### src/rtl/instr_dispatch_fsm.sv
// Instruction fetch/decode/dispatch controller: fetches a 16-bit word at pc and
// hands it to the ALU or move sequencer. A watchdog guards the wait for completion.
module instr_dispatch_fsm (
    input  logic        clk,
    input  logic        reset,
    input  logic        run,
    output logic [7:0]  mem_addr,
    output logic        mem_rd,
    input  logic [15:0] mem_data,
    input  logic        mem_valid,
    output logic [3:0]  opCode,
    output logic [5:0]  Ri,
    output logic [5:0]  Rj,
    output logic        alu_start,
    input  logic        alu_done,
    output logic        mov_start,
    input  logic        mov_done,
    output logic [7:0]  pc,
    output logic        halted,
    output logic        illegal,
    output logic        timeout
);

    typedef enum logic [2:0] {
        S_IDLE, S_FETCH, S_DECODE, S_DISPATCH, S_WAIT, S_INCR, S_HALT, S_ERROR
    } state_t;

    localparam logic [3:0] OP_MOV  = 4'b1000;
    localparam logic [3:0] OP_HALT = 4'b1111;
    localparam logic [7:0] WDOG_LAST = 8'd254;

    state_t      state_q, state_d;
    logic [7:0]  pc_q, pc_d;
    logic [15:0] ir_q, ir_d;
    logic [7:0]  wdog_q, wdog_d;
    logic        illegal_q, illegal_d;
    logic        timeout_q, timeout_d;
    logic        is_mov;
    logic        done_match;

    // Only MOV reaches DISPATCH/WAIT with opcode bit 3 set, so it selects the target.
    assign is_mov     = ir_q[15];
    assign done_match = is_mov ? mov_done : alu_done;

    always_ff @(posedge clk) begin
        if (reset) begin
            state_q   <= S_IDLE;
            pc_q      <= '0;
            ir_q      <= '0;
            wdog_q    <= '0;
            illegal_q <= 1'b0;
            timeout_q <= 1'b0;
        end else begin
            state_q   <= state_d;
            pc_q      <= pc_d;
            ir_q      <= ir_d;
            wdog_q    <= wdog_d;
            illegal_q <= illegal_d;
            timeout_q <= timeout_d;
        end
    end

    always_comb begin
        state_d   = state_q;
        pc_d      = pc_q;
        ir_d      = ir_q;
        wdog_d    = wdog_q;
        illegal_d = illegal_q;
        timeout_d = timeout_q;
        case (state_q)
            S_IDLE: if (run) state_d = S_FETCH;
            S_FETCH: begin
                if (mem_valid) begin
                    ir_d    = mem_data;
                    state_d = S_DECODE;
                end
            end
            S_DECODE: begin
                if (!ir_q[15] || ir_q[15:12] == OP_MOV) begin
                    state_d = S_DISPATCH;
                end else if (ir_q[15:12] == OP_HALT) begin
                    state_d = S_HALT;
                end else begin
                    illegal_d = 1'b1;
                    state_d   = S_INCR;
                end
            end
            S_DISPATCH: begin
                wdog_d  = '0;
                state_d = S_WAIT;
            end
            S_WAIT: begin
                // A done arriving on the final watchdog cycle still wins.
                if (done_match) begin
                    state_d = S_INCR;
                end else if (wdog_q == WDOG_LAST) begin
                    wdog_d    = wdog_q + 8'd1;
                    timeout_d = 1'b1;
                    state_d   = S_ERROR;
                end else begin
                    wdog_d = wdog_q + 8'd1;
                end
            end
            S_INCR: begin
                pc_d    = pc_q + 8'd1;
                state_d = run ? S_FETCH : S_IDLE;
            end
            S_HALT:  state_d = S_HALT;
            S_ERROR: state_d = S_ERROR;
            default: state_d = S_IDLE;
        endcase
    end

    assign mem_addr  = pc_q;
    assign pc        = pc_q;
    assign opCode    = ir_q[15:12];
    assign Ri        = ir_q[11:6];
    assign Rj        = ir_q[5:0];
    assign mem_rd    = (state_q == S_FETCH);
    assign alu_start = (state_q == S_DISPATCH) && !is_mov;
    assign mov_start = (state_q == S_DISPATCH) && is_mov;
    assign halted    = (state_q == S_HALT);
    assign illegal   = illegal_q;
    assign timeout   = timeout_q;

endmodule
### config.mk
export PLATFORM = sky130hd
export DESIGN_NAME = instr_dispatch_fsm
export DESIGN_NICKNAME = d
export VERILOG_FILES = /design/src/rtl/instr_dispatch_fsm.sv
export SDC_FILE = /design/constraint.sdc
export NUM_CORES = 1
export LEC_CHECK = 0
export CORE_UTILIZATION = 66
export DETAILED_ROUTE_END_ITERATION = 7
export DONT_BUFFER_PORTS = 1
export GPL_TIMING_DRIVEN = 0
export PLACE_DENSITY = 0.81
export SLEW_MARGIN = 10
export SYNTH_ARGS = -nofsm -noshare
export SYNTH_HDL_FRONTEND = slang
export SYNTH_SLANG_ARGS = --single-unit
### constraint.sdc
create_clock -name clk -period 3.85 [get_ports clk]
set_clock_uncertainty 0.1 [all_clocks]
set_input_delay 0.77 -clock clk [delete_from_list [all_inputs] [get_ports clk]]
set_output_delay 0.77 -clock clk [all_outputs]
set_load 0.03 [all_outputs]
==> results.json <==
{
  "leakage_power_nw": 0.645,
  "worst-path-buf-inv": 0,
  "final.min_clock_period_ns": 2.53,
  "crit_family": "simple AND/OR/NAND/NOR gates",
  "launching_element_type_of_the_critical_path": "register",
  "fin_nets": 243,
  "avgViaCountPerCell": 5.90,
  "avgSynthCellArea_um2": 8.16,
  "clock_insertion_delay_at_the_later_pin_of_the_skew_report_ns": 0.33,
  "residual_drc_count": 0,
  "synthMostInstantiatedCell": "nand2_1",
  "insertedDiodeCount": 0,
  "worstMarginPinSlew_ns": 1.22,
  "synth_area_leaders": "dfxtp_1 (43%), nand2_1 (10%), a21oi_1 (7.8%)",
  "area_delta_synth_final_pct": 5.60,
  "synth.cell_area_mm2": 0.00172,
  "route.final.wire_length_mm": 3.34,
  "antenna_violating_nets_post_route": 0,
  "cellPowerDensity_mw_per_mm2": 422,
  "drt_iter0_markers": 37,
  "dp.final_hpwl_mm": 2.49,
  "timing.final.hold_violations": 0,
  "initial_cell_density_of_the_core_pct": 69.5,
  "first_global_vias": 1256,
  "cp.depth": 1,
  "timing_max_transition_violations_final": 0,
  "path_clk_slew_ns": 0.10,
  "maximum_clock_frequency_mhz": 395,
  "design.die.area_mm2": 0.00282,
  "reg2reg_slack_ns": 1.43,
  "required_ns": 2.98,
  "grt_first_pass_wirelength_mm": 5.33,
  "timing.final.crit_share_pct": 65.7,
  "critical_path.slowest_cell": "nor3b_1",
  "globalRoute.totalOverflow": 0,
  "yosys_most_used_dff": "dfxtp_1",
  "number_of_cell_rows": 18,
  "synth.yosys.warnings": 0,
  "timing.rr.end": "ir_q[15]",
  "critical_path.max_fanout": 4,
  "fin_total_pwr_uw": 768,
  "clock-sinks": 37,
  "source_of_the_critical_timing_path": "state_q[0]",
  "buffer_ports.inserted": 0,
  "dieWidth_um": 53.1,
  "seq_area_frac_synth_pct": 43.0,
  "setup_fix_bufs_post_cts": 0,
  "synth.largest_area_cell": "dfxtp_1",
  "cap_viol_max_count": 0,
  "clock_tree.buffer_depth": 2,
  "cp-end-kind": "primary output",
  "timing.hold.worst.class": "register to register",
  "asyncSetResetFlopFracSynth_pct": 0,
  "ctsHoldBuffers": 0,
  "flop_and_latch_count_out_of_synthesis": 37,
  "netlist_instances": 211,
  "post_drt_wl_per_cell_um": 13.5,
  "number_of_vias_after_detailed_routing": 1464,
  "worst_ep_arrival_time_ns": 1.66,
  "worst_reg2reg_path_depth": 5,
  "synthDominantCellAreaShare_pct": 43.0,
  "number_of_h_tree_levels": 2,
  "critPathCapture": "mem_rd",
  "cts_made_buffers": 5,
  "antenna_found_initial": 0,
  "grt_max_degree": 12,
  "critical_path.max_stage_delay_ns": 0.98,
  "setup_tns_ns": 0,
  "most_numerous_cell_types_in_the_synthesized_netlist": "nand2_1 (46), dfxtp_1 (37), a21oi_1 (27)",
  "netlist-cell-type-count": 42,
  "outcome": "completed",
  "first_pass_iters": 4,
  "layout.filler_cells": 212,
  "grt_setup_unrepaired": "false",
  "clock_tree.root_cell": "clkbuf_4",
  "routabilityCongestion": 0.838,
  "reg2reg_from": "state_q[0]",
  "number_of_synthesized_flops_with_an_enable_pin": 0,
  "timing_worst_setup_path_type": "register to primary output",
  "placeableCoreArea_mm2": 0.00248,
  "setup_viol": 0,
  "syn_nets": 236,
  "die_height_um": 53.1,
  "final_layout_size_suffix_gt1_share_pct": 11.9,
  "num_io_pins": 60,
  "critical_path.cell_chain": "nor3b_1",
  "max_vdd_drop_mv": 0.386,
  "tritoncts_clock_tree": "built",
  "post_cts_resized": 0,
  "slew_headroom_pct": 18.6,
  "globalRouteTotalUtil_pct": 26.3
}
power breakdown:
| part | internal (mW) | switching (mW) | total, mW |
|---|---|---|---|
| Clock | 0.0855 | 0.124 | 0.209 |
| Combinational | 0.0395 | 0.0723 | 0.112 |
| Sequential | 0.402 | 0.0444 | 0.447 |
| Total | 0.527 | 0.240 | 0.768 |
tightest hold or removal path, cell delays in order, from the launching register on:
cell	delay, ns
dfxtp_1	0.34
o31ai_1	0.07
a21oi_1	0.05
cell families (layout without fill, tap and decap cells):
family	after synthesis	after routing	share of synthesized area, %
AO/OA/AOI/OAI	46	46	15.5
XOR/XNOR	5	5	2.54
adder cells (fa/ha/maj)	3	3	2.18
buffers and inverters	23	30	7.92
flip-flops	37	37	43.0
multiplexers	5	5	2.91
AND/OR/NAND/NOR	92	92	25.9
cells in the final DEF (no fill, tap or decap), types with 2 or more instances in the layout:
cell	Yosys	layout
nor3_1	3	3
or4_1	3	3
or3_1	6	6
buf_2	4	4
nand4_1	2	2
and2_1	4	4
dfxtp_1	37	37
ha_1	3	3
xor2_1	2	2
xnor2_1	3	3
clkbuf_4	0	5
o21ai_0	4	4
a21oi_1	27	27
buf_4	8	8
o31ai_1	4	4
mux2i_1	5	5
nand2_1	46	46
o21ai_1	3	3
nor2_1	13	13
inv_1	3	3
clkbuf_1	4	4
nor2b_1	2	2
nand4b_1	2	2
buf_6	2	2
nand3_1	3	3
sequential cells by signal, indices dropped and copies added, names as in the netlist:
name	flops
mem_addr	8
wdog_q	8
state_q	3
illegal	1
timeout	1
ir_q	16
per-stage QoR:
step	hold slack (ns)	instances	cell area, um^2	util (%)	worst slack, ns
2_1_floorplan	0.351	211	1720	-	1.74
3_3_place_gp	0.365	241	1760	71.0	1.45
3_5_place_dp	0.390	241	1760	71.0	1.41
4_1_cts	0.405	248	1820	73.4	1.28
5_1_grt	0.420	248	1820	73.4	1.21
6_report	0.403	248	1820	73.4	1.32
routing by layer:
layer / GRT usage [%] / routed length (um) / vias up / part of all wire [%]
met5: 0 / 0 / - / 0
met3: 9.20 / 308 / 5 / 9.2
met2: 42.8 / 1580 / 69 / 47
met1: 30.6 / 1420 / 653 / 43
li1: - / - / 737 / -
met4: 12.3 / 29 / 0 / 0.87
worst min path at each step:
stage	start	end	slack, ns	cells after the start
finish	wdog_q[5]	wdog_q[5]	0.40	2
global route	wdog_q[5]	wdog_q[5]	0.42	2
CTS	wdog_q[7]	wdog_q[7]	0.40	2
detailed placement	wdog_q[7]	wdog_q[7]	0.39	2
global placement	wdog_q[7]	wdog_q[7]	0.36	2
floorplan	wdog_q[7]	wdog_q[7]	0.35	2
cell type report:
cell class | count | area (um^2) | area share (%)
plain buffers | 19 | 121 | 6.68
clock buffers | 6 | 51.3 | 2.82
clock inverters | 1 | 7.51 | 0.413
inverters | 4 | 15.0 | 0.826
multi-input cells | 151 | 845 | 46.5
flip-flops and latches | 37 | 741 | 40.7
well taps | 30 | 37.5 | 2.06
(Power assumes the default switching activity.)
